===== src/rtl/id_ex_stage_if.sv =====
// ID/EX stage bus: decoded ID fields, the write-back port, the pipeline
// controls and the registered EX-stage outputs, grouped as one bundle.
interface id_ex_stage_if #(
   parameter int CTRL_W = 8,
   parameter int CNT_W  = 16
);
   logic              id_valid;
   logic [31:0]       id_pc;
   logic [4:0]        id_rs1;
   logic [4:0]        id_rs2;
   logic [4:0]        id_rd;
   logic [31:0]       id_imm;
   logic [31:0]       id_rd_d1;
   logic [31:0]       id_rd_d2;
   logic              id_mem_read;
   logic              id_reg_write;
   logic [CTRL_W-1:0] id_ctrl;
   logic              wb_reg_write;
   logic [4:0]        wb_rd;
   logic [31:0]       wb_data;
   logic              ex_hold;
   logic              ex_flush;
   logic              stall_id;
   logic              ex_valid;
   logic [31:0]       ex_pc;
   logic [4:0]        ex_rs1;
   logic [4:0]        ex_rs2;
   logic [4:0]        ex_rd;
   logic [31:0]       ex_imm;
   logic [31:0]       ex_op1;
   logic [31:0]       ex_op2;
   logic              ex_mem_read;
   logic              ex_reg_write;
   logic [CTRL_W-1:0] ex_ctrl;
   logic [CNT_W-1:0]  bubble_cnt;

   // Upstream/control side: drives ID, WB and pipeline control, observes EX.
   modport master (
      output id_valid, id_pc, id_rs1, id_rs2, id_rd, id_imm, id_rd_d1, id_rd_d2,
             id_mem_read, id_reg_write, id_ctrl, wb_reg_write, wb_rd, wb_data,
             ex_hold, ex_flush,
      input  stall_id, ex_valid, ex_pc, ex_rs1, ex_rs2, ex_rd, ex_imm, ex_op1,
             ex_op2, ex_mem_read, ex_reg_write, ex_ctrl, bubble_cnt
   );

   // Stage side: consumes ID, WB and control, produces the EX register.
   modport slave (
      input  id_valid, id_pc, id_rs1, id_rs2, id_rd, id_imm, id_rd_d1, id_rd_d2,
             id_mem_read, id_reg_write, id_ctrl, wb_reg_write, wb_rd, wb_data,
             ex_hold, ex_flush,
      output stall_id, ex_valid, ex_pc, ex_rs1, ex_rs2, ex_rd, ex_imm, ex_op1,
             ex_op2, ex_mem_read, ex_reg_write, ex_ctrl, bubble_cnt
   );
endinterface


===== src/rtl/id_ex_stage.sv =====
// ID/EX pipeline register of the five-stage RISC-V core. Captures the decoded
// instruction, bypasses the same-cycle register-file write into the operands,
// inserts one bubble per load-use hazard, squashes on branch flush and counts
// every bubble it inserts.
module id_ex_stage #(
   parameter int CTRL_W = 8,
   parameter int CNT_W  = 16
) (
   input logic           clk,
   input logic           rst_n,
   id_ex_stage_if.slave  bus
);

   logic              r_ex_valid;
   logic [31:0]       r_ex_pc;
   logic [4:0]        r_ex_rs1;
   logic [4:0]        r_ex_rs2;
   logic [4:0]        r_ex_rd;
   logic [31:0]       r_ex_imm;
   logic [31:0]       r_ex_op1;
   logic [31:0]       r_ex_op2;
   logic              r_ex_mem_read;
   logic              r_ex_reg_write;
   logic [CTRL_W-1:0] r_ex_ctrl;
   logic [CNT_W-1:0]  r_bubble_cnt;

   logic [31:0]       w_byp1;
   logic [31:0]       w_byp2;
   logic              w_luh;
   logic              w_stall_id;

   // The register file is written on the same edge the EX register captures,
   // so a matching write must be forwarded; x0 is never forwarded.
   function automatic logic [31:0] f_bypass(
      input logic        we,
      input logic [4:0]  wrd,
      input logic [31:0] wdata,
      input logic [4:0]  rs,
      input logic [31:0] rdata
   );
      logic [31:0] v;
      if (we && (wrd != 5'd0) && (wrd == rs)) begin
         v = wdata;
      end else begin
         v = rdata;
      end
      return v;
   endfunction

   // Operand bypass, load-use detection (index match only) and ID stall.
   always_comb begin
      w_byp1     = f_bypass(bus.wb_reg_write, bus.wb_rd, bus.wb_data, bus.id_rs1, bus.id_rd_d1);
      w_byp2     = f_bypass(bus.wb_reg_write, bus.wb_rd, bus.wb_data, bus.id_rs2, bus.id_rd_d2);
      w_luh      = 1'b0;
      w_stall_id = 1'b0;
      if (bus.id_valid && r_ex_valid && r_ex_mem_read && (r_ex_rd != 5'd0)) begin
         w_luh = (r_ex_rd == bus.id_rs1) || (r_ex_rd == bus.id_rs2);
      end else begin
         w_luh = 1'b0;
      end
      if (bus.ex_flush) begin
         w_stall_id = 1'b0;
      end else begin
         w_stall_id = bus.ex_hold || w_luh;
      end
   end

   // EX register: flush beats hold, hold beats load-use, otherwise capture ID.
   always_ff @(posedge clk or negedge rst_n) begin
      if (!rst_n) begin
         r_ex_valid     <= 1'b0;
         r_ex_pc        <= 32'd0;
         r_ex_rs1       <= 5'd0;
         r_ex_rs2       <= 5'd0;
         r_ex_rd        <= 5'd0;
         r_ex_imm       <= 32'd0;
         r_ex_op1       <= 32'd0;
         r_ex_op2       <= 32'd0;
         r_ex_mem_read  <= 1'b0;
         r_ex_reg_write <= 1'b0;
         r_ex_ctrl      <= {CTRL_W{1'b0}};
         r_bubble_cnt   <= {CNT_W{1'b0}};
      end else if (bus.ex_flush || (!bus.ex_hold && w_luh)) begin
         r_ex_valid     <= 1'b0;
         r_ex_pc        <= 32'd0;
         r_ex_rs1       <= 5'd0;
         r_ex_rs2       <= 5'd0;
         r_ex_rd        <= 5'd0;
         r_ex_imm       <= 32'd0;
         r_ex_op1       <= 32'd0;
         r_ex_op2       <= 32'd0;
         r_ex_mem_read  <= 1'b0;
         r_ex_reg_write <= 1'b0;
         r_ex_ctrl      <= {CTRL_W{1'b0}};
         r_bubble_cnt   <= r_bubble_cnt + CNT_W'(1);
      end else if (bus.ex_hold) begin
         // Downstream stall: every EX field and the counter keep their value.
         r_bubble_cnt   <= r_bubble_cnt;
      end else begin
         r_ex_valid     <= bus.id_valid;
         r_ex_pc        <= bus.id_pc;
         r_ex_rs1       <= bus.id_rs1;
         r_ex_rs2       <= bus.id_rs2;
         r_ex_rd        <= bus.id_rd;
         r_ex_imm       <= bus.id_imm;
         r_ex_op1       <= w_byp1;
         r_ex_op2       <= w_byp2;
         r_ex_mem_read  <= bus.id_valid & bus.id_mem_read;
         r_ex_reg_write <= bus.id_valid & bus.id_reg_write;
         r_ex_ctrl      <= bus.id_valid ? bus.id_ctrl : {CTRL_W{1'b0}};
      end
   end

   assign bus.stall_id     = w_stall_id;
   assign bus.ex_valid     = r_ex_valid;
   assign bus.ex_pc        = r_ex_pc;
   assign bus.ex_rs1       = r_ex_rs1;
   assign bus.ex_rs2       = r_ex_rs2;
   assign bus.ex_rd        = r_ex_rd;
   assign bus.ex_imm       = r_ex_imm;
   assign bus.ex_op1       = r_ex_op1;
   assign bus.ex_op2       = r_ex_op2;
   assign bus.ex_mem_read  = r_ex_mem_read;
   assign bus.ex_reg_write = r_ex_reg_write;
   assign bus.ex_ctrl      = r_ex_ctrl;
   assign bus.bubble_cnt   = r_bubble_cnt;

endmodule


===== src/flat_wrapper.sv =====
// flat-port wrapper written by rule: the top's interface ports become plain ports
module id_ex_stage_flat 
#(
   parameter int CTRL_W = 8,
   parameter int CNT_W  = 16
)
  (clk, rst_n, bus_id_valid, bus_id_pc, bus_id_rs1, bus_id_rs2, bus_id_rd, bus_id_imm, bus_id_rd_d1, bus_id_rd_d2, bus_id_mem_read, bus_id_reg_write, bus_id_ctrl, bus_wb_reg_write, bus_wb_rd, bus_wb_data, bus_ex_hold, bus_ex_flush, bus_stall_id, bus_ex_valid, bus_ex_pc, bus_ex_rs1, bus_ex_rs2, bus_ex_rd, bus_ex_imm, bus_ex_op1, bus_ex_op2, bus_ex_mem_read, bus_ex_reg_write, bus_ex_ctrl, bus_bubble_cnt);
  id_ex_stage_if #(.CTRL_W(CTRL_W), .CNT_W(CNT_W)) bus_i ();
  input logic clk;
  input logic rst_n;
  input wire logic [$bits(bus_i.id_valid)-1:0] bus_id_valid;
  input wire logic [$bits(bus_i.id_pc)-1:0] bus_id_pc;
  input wire logic [$bits(bus_i.id_rs1)-1:0] bus_id_rs1;
  input wire logic [$bits(bus_i.id_rs2)-1:0] bus_id_rs2;
  input wire logic [$bits(bus_i.id_rd)-1:0] bus_id_rd;
  input wire logic [$bits(bus_i.id_imm)-1:0] bus_id_imm;
  input wire logic [$bits(bus_i.id_rd_d1)-1:0] bus_id_rd_d1;
  input wire logic [$bits(bus_i.id_rd_d2)-1:0] bus_id_rd_d2;
  input wire logic [$bits(bus_i.id_mem_read)-1:0] bus_id_mem_read;
  input wire logic [$bits(bus_i.id_reg_write)-1:0] bus_id_reg_write;
  input wire logic [$bits(bus_i.id_ctrl)-1:0] bus_id_ctrl;
  input wire logic [$bits(bus_i.wb_reg_write)-1:0] bus_wb_reg_write;
  input wire logic [$bits(bus_i.wb_rd)-1:0] bus_wb_rd;
  input wire logic [$bits(bus_i.wb_data)-1:0] bus_wb_data;
  input wire logic [$bits(bus_i.ex_hold)-1:0] bus_ex_hold;
  input wire logic [$bits(bus_i.ex_flush)-1:0] bus_ex_flush;
  output wire logic [$bits(bus_i.stall_id)-1:0] bus_stall_id;
  output wire logic [$bits(bus_i.ex_valid)-1:0] bus_ex_valid;
  output wire logic [$bits(bus_i.ex_pc)-1:0] bus_ex_pc;
  output wire logic [$bits(bus_i.ex_rs1)-1:0] bus_ex_rs1;
  output wire logic [$bits(bus_i.ex_rs2)-1:0] bus_ex_rs2;
  output wire logic [$bits(bus_i.ex_rd)-1:0] bus_ex_rd;
  output wire logic [$bits(bus_i.ex_imm)-1:0] bus_ex_imm;
  output wire logic [$bits(bus_i.ex_op1)-1:0] bus_ex_op1;
  output wire logic [$bits(bus_i.ex_op2)-1:0] bus_ex_op2;
  output wire logic [$bits(bus_i.ex_mem_read)-1:0] bus_ex_mem_read;
  output wire logic [$bits(bus_i.ex_reg_write)-1:0] bus_ex_reg_write;
  output wire logic [$bits(bus_i.ex_ctrl)-1:0] bus_ex_ctrl;
  output wire logic [$bits(bus_i.bubble_cnt)-1:0] bus_bubble_cnt;
  assign bus_i.id_valid = bus_id_valid;
  assign bus_i.id_pc = bus_id_pc;
  assign bus_i.id_rs1 = bus_id_rs1;
  assign bus_i.id_rs2 = bus_id_rs2;
  assign bus_i.id_rd = bus_id_rd;
  assign bus_i.id_imm = bus_id_imm;
  assign bus_i.id_rd_d1 = bus_id_rd_d1;
  assign bus_i.id_rd_d2 = bus_id_rd_d2;
  assign bus_i.id_mem_read = bus_id_mem_read;
  assign bus_i.id_reg_write = bus_id_reg_write;
  assign bus_i.id_ctrl = bus_id_ctrl;
  assign bus_i.wb_reg_write = bus_wb_reg_write;
  assign bus_i.wb_rd = bus_wb_rd;
  assign bus_i.wb_data = bus_wb_data;
  assign bus_i.ex_hold = bus_ex_hold;
  assign bus_i.ex_flush = bus_ex_flush;
  assign bus_stall_id = bus_i.stall_id;
  assign bus_ex_valid = bus_i.ex_valid;
  assign bus_ex_pc = bus_i.ex_pc;
  assign bus_ex_rs1 = bus_i.ex_rs1;
  assign bus_ex_rs2 = bus_i.ex_rs2;
  assign bus_ex_rd = bus_i.ex_rd;
  assign bus_ex_imm = bus_i.ex_imm;
  assign bus_ex_op1 = bus_i.ex_op1;
  assign bus_ex_op2 = bus_i.ex_op2;
  assign bus_ex_mem_read = bus_i.ex_mem_read;
  assign bus_ex_reg_write = bus_i.ex_reg_write;
  assign bus_ex_ctrl = bus_i.ex_ctrl;
  assign bus_bubble_cnt = bus_i.bubble_cnt;
  id_ex_stage #(.CTRL_W(CTRL_W), .CNT_W(CNT_W)) u_core (.clk(clk), .rst_n(rst_n), .bus(bus_i));
endmodule

===== config.mk =====
export PLATFORM = sky130hd
export DESIGN_NAME = id_ex_stage_flat
export DESIGN_NICKNAME = d
export VERILOG_FILES = /design/src/rtl/id_ex_stage_if.sv /design/src/rtl/id_ex_stage.sv /design/src/flat_wrapper.sv
export SDC_FILE = /design/constraint.sdc
export NUM_CORES = 1
export LEC_CHECK = 0
export CAP_MARGIN = 20
export CORE_AREA = 2 2 143 145
export DETAILED_ROUTE_END_ITERATION = 16
export DIE_AREA = 0 0 145 147
export MAX_ROUTING_LAYER = met4
export PLACE_DENSITY = 0.78
export SLEW_MARGIN = 20
export SYNTH_ARGS = -nofsm -noshare
export SYNTH_HDL_FRONTEND = slang
export SYNTH_SLANG_ARGS = --single-unit

===== constraint.sdc =====
create_clock -name clk -period 5.4 [get_ports clk]
set_input_delay 0.81 -clock clk [delete_from_list [all_inputs] [get_ports clk]]
set_output_delay 0.81 -clock clk [all_outputs]
set_load 0.1 [all_outputs]

==> flow_metrics.env <==
export IMPL_grt_use_total=0.246
export IMPL_synthMuxAreaShare=0.0857
export IMPL_htree_num_levels=4
export IMPL_max_freq_mhz=295
export IMPL_firstDrtPassIters=5
export IMPL_cts_root_buffer="sky130_fd_sc_hd__clkbuf_16"
export IMPL_final_seq_area_um2=4250
export IMPL_port_buffers=366
export IMPL_clkLatencyLatePin_ns=0.42
export IMPL_post_synth_and_or_nand_nor_area_fraction=0.169
export IMPL_routed_via_density=5.10
export IMPL_multi_input_comb_area_um2=3100
export IMPL_drc=0
export IMPL_crit_path_cell_trace="clkdlybuf4s50_1 > nand3_1 > a21oi_1 > nand2_4 > a21oi_1 > buf_4"
export IMPL_initial_antenna_violation_count=2
export IMPL_cts_buffers=17
export IMPL_place_gp_congestion=0.826
export IMPL_mostFrequentLayoutCell="sky130_fd_sc_hd__clkdlybuf4s50_1"
export IMPL_final_antenna_net_count=0
export IMPL_slew_headroom=0.301
export IMPL_synth_nets=973
export IMPL_cts_hold_buf=0
export IMPL_post_synth_fa_ha_maj_area_fraction=0.00165
export IMPL_setup_repair_after_global_routing_missed_its_margin="no"
export IMPL_die_area_um2=21300
export IMPL_cp_num_cells=6
export IMPL_final_cell_mix="362 x sky130_fd_sc_hd__clkdlybuf4s50_1, 170 x sky130_fd_sc_hd__dfrtp_1, 160 x sky130_fd_sc_hd__nand2_1"
export IMPL_path_common_cell="sky130_fd_sc_hd__a21oi_1"
export IMPL_design_final_nets=1309
export IMPL_area_growth_synth_to_final_pct=58.0
export IMPL_slowest_delay_ns=0.76
export IMPL_synth_top_family_by_area="simple AND/OR/NAND/NOR gates"
export IMPL_netlist_instances=776
export IMPL_layout_drive_gt1_share=0.0507
export IMPL_ff2ff_path_depth=8
export IMPL_cpLargestDelayFamily="buffers and inverters"
export IMPL_max_cap_viol_count=0
export IMPL_tritoncts_num_sinks=170
export IMPL_synth_lib_cells_used_distinct=31
export IMPL_post_cts_setup_buffer_count=0
export IMPL_critPathBufInv=2
export IMPL_routedLengthMet1_um=10400
export IMPL_grt_first_pass_wirelength_um=40200
export IMPL_power_per_cell_area_nw_per_um2=328
export IMPL_detailed_place_hpwl_um=18100
export IMPL_synth_compound_area_frac=0.107
export IMPL_synth_warnings=0
export IMPL_cp_data_arrival_time_ns=2.58
export IMPL_vias_after_detailed_routing=7123
export IMPL_worst_hold_path_type="primary input to async pin"
export IMPL_wl_per_cell_um=18.3
export IMPL_worst_path_max_fanout=12
export IMPL_routed_top_layer="met4"
export IMPL_skew_final_ns=0.0147
export IMPL_final_hold_violation_count=0
export IMPL_worst_ir_drop_vdd_mv=0.225
export IMPL_filler_cell_count=1713
export IMPL_globalRouteOverflowTotal=0
export IMPL_routed_wirelength_um=25600
export IMPL_die_h_um=147
export IMPL_critical_path_slowest_cell="sky130_fd_sc_hd__clkdlybuf4s50_1"
export IMPL_boundaryPins=367
export IMPL_core_um2=19800
export IMPL_portion_of_the_post_synthesis_area_used_by_sequential_elements=0.559
export IMPL_worst_hold_slack_ns=0.382
export IMPL_grt_pass1_vias=7421
export IMPL_tritoncts="done"
export IMPL_timing_worst_slew_pin_value_ns=1.05
export IMPL_synth_xor_area_share=0.0403
export IMPL_critical_path_required_ns=4.59
export IMPL_synth_area_um2=7600
export IMPL_rows=52
export IMPL_period_utilization=0.628
export IMPL_synth_area_per_cell_um2=9.80
export IMPL_cp_start_kind="primary input"
export IMPL_layout_min_cycle_time_ns=3.39
export IMPL_met3_wirelength_from_detailed_routing_um=1730
export IMPL_ys_ff_latch=170
export IMPL_grt_max_degree=92
export IMPL_leakage_nw=4.83
export IMPL_setup_tns_final_ns=0
export IMPL_fp_dieW_um=145
export IMPL_iter_0_drt_violations=333
export IMPL_status="finished clean"
export IMPL_setup_violations=0
export IMPL_timing_setup_critical_path_class="primary input to primary output"
export IMPL_cts_repair_resized=0
export IMPL_cts_clk_slew_worst_paths_ns=0.08
export IMPL_starting_utilization_of_the_core_area=0.383
export IMPL_critPathCaptureType="primary output"
export IMPL_ctsLongestPathBuffers=2
export IMPL_dr_wl_met2_um=12800
export IMPL_drv_slew=0
[cell families after synthesis]
| family | after synthesis |
|---|---|
| AND/OR/NAND/NOR | 284 |
| buffers and inverters | 62 |
| adder cells (fa/ha/maj) | 1 |
| AO/OA/AOI/OAI | 159 |
| XOR/XNOR | 35 |
| multiplexers | 65 |
| flip-flops | 170 |
[synth_stat cells]
library cell / n / area share
sky130_fd_sc_hd__a21oi_1: 91 / 0.060
sky130_fd_sc_hd__a31oi_1: 1 / 0.00082
sky130_fd_sc_hd__a31oi_2: 1 / 0.0016
sky130_fd_sc_hd__and2_1: 1 / 0.00082
sky130_fd_sc_hd__buf_2: 9 / 0.0059
sky130_fd_sc_hd__buf_4: 6 / 0.0059
sky130_fd_sc_hd__buf_6: 1 / 0.0015
sky130_fd_sc_hd__clkbuf_1: 44 / 0.022
sky130_fd_sc_hd__dfrtp_1: 170 / 0.56
sky130_fd_sc_hd__ha_1: 1 / 0.0016
sky130_fd_sc_hd__inv_1: 2 / 0.00099
sky130_fd_sc_hd__mux2_2: 1 / 0.0015
sky130_fd_sc_hd__mux2i_1: 64 / 0.084
sky130_fd_sc_hd__nand2_1: 161 / 0.079
sky130_fd_sc_hd__nand2b_1: 1 / 0.00082
sky130_fd_sc_hd__nand3_1: 87 / 0.057
sky130_fd_sc_hd__nand4_1: 12 / 0.0099
sky130_fd_sc_hd__nor2_1: 6 / 0.0030
sky130_fd_sc_hd__nor3_1: 3 / 0.0020
sky130_fd_sc_hd__nor3b_1: 1 / 0.00099
sky130_fd_sc_hd__nor4_1: 4 / 0.0033
sky130_fd_sc_hd__nor4_4: 2 / 0.0056
sky130_fd_sc_hd__nor4b_1: 4 / 0.0046
sky130_fd_sc_hd__o21ai_0: 44 / 0.029
sky130_fd_sc_hd__o21ai_1: 20 / 0.013
sky130_fd_sc_hd__o21ai_2: 1 / 0.0012
sky130_fd_sc_hd__o22ai_2: 1 / 0.0016
sky130_fd_sc_hd__or2_2: 1 / 0.00082
sky130_fd_sc_hd__or4_1: 1 / 0.00099
sky130_fd_sc_hd__xnor2_1: 18 / 0.021
sky130_fd_sc_hd__xor2_1: 17 / 0.020
[final timing paths]
| check | startpoint | to | slack (ns) |
|---|---|---|---|
| worst min register to register | u_core.bus.bubble_cnt[15] | u_core.bus.bubble_cnt[15] | 0.48 |
| min in group clk | u_core.bus.bubble_cnt[15] | u_core.bus.bubble_cnt[15] | 0.48 |
| worst max register to register | u_core.bus.ex_rd[0] | u_core.bus.ex_op2[9] | 2.72 |
| max in group asynchronous | rst_n | u_core.bus.ex_op1[7] | 3.79 |
| worst max-delay path | bus_id_valid | bus_stall_id | 2.01 |
| worst min-delay path | rst_n | u_core.bus.ex_ctrl[7] | 0.38 |
[power breakdown]
group | leakage (nW) | switching, mW | internal [mW] | total [mW]
combinational | 2.29 | 0.924 | 0.363 | 1.29
clock | 0.286 | 0.570 | 0.640 | 1.21
sequential | 2.25 | 0.0796 | 1.36 | 1.44
total | 4.83 | 1.57 | 2.37 | 3.94
[registers in the layout, summed over array words and instances (netlist names)]
register / count
u_core.bus.ex_rs2: 5
u_core.bus.bubble_cnt: 16
u_core.bus.ex_imm: 32
u_core.bus.ex_op1: 32
u_core.bus.ex_valid: 1
u_core.bus.ex_rd: 5
u_core.bus.ex_reg_write: 1
u_core.bus.ex_pc: 32
u_core.bus.ex_ctrl: 8
u_core.bus.ex_rs1: 5
u_core.bus.ex_op2: 32
u_core.bus.ex_mem_read: 1
[routing by layer]
layer | vias up | track usage
met5 | - | -
met4 | 0 | 0.0817
met3 | 36 | 0.0665
met2 | 293 | 0.405
met1 | 3453 | 0.294
li1 | 3341 | -
[metrics by stage]
stage / power, mW / utilization / instances / setup slack, ns / area [um^2]
6_report: 3.94 / 0.605 / 1397 / 2.01 / 12000
5_1_grt: 4.09 / 0.605 / 1397 / 1.86 / 12000
4_1_cts: 3.98 / 0.605 / 1395 / 2.01 / 12000
3_5_place_dp: 2.76 / 0.576 / 1363 / 1.74 / 11400
3_3_place_gp: 2.75 / 0.576 / 1363 / 1.86 / 11400
2_1_floorplan: 2.31 / - / 776 / 1.21 / 7600
[final cells by class]
| cell class | instances | area share |
|---|---|---|
| sequential | 170 | 0.354 |
| clock inverter | 12 | 0.0100 |
| antenna | 2 | 0.000417 |
| timing repair buffer | 377 | 0.311 |
| tap | 270 | 0.0281 |
| clock buffer | 20 | 0.0380 |
| multi-input combinational | 544 | 0.258 |
| inverter | 2 | 0.000625 |
(Power assumes the default switching activity.)
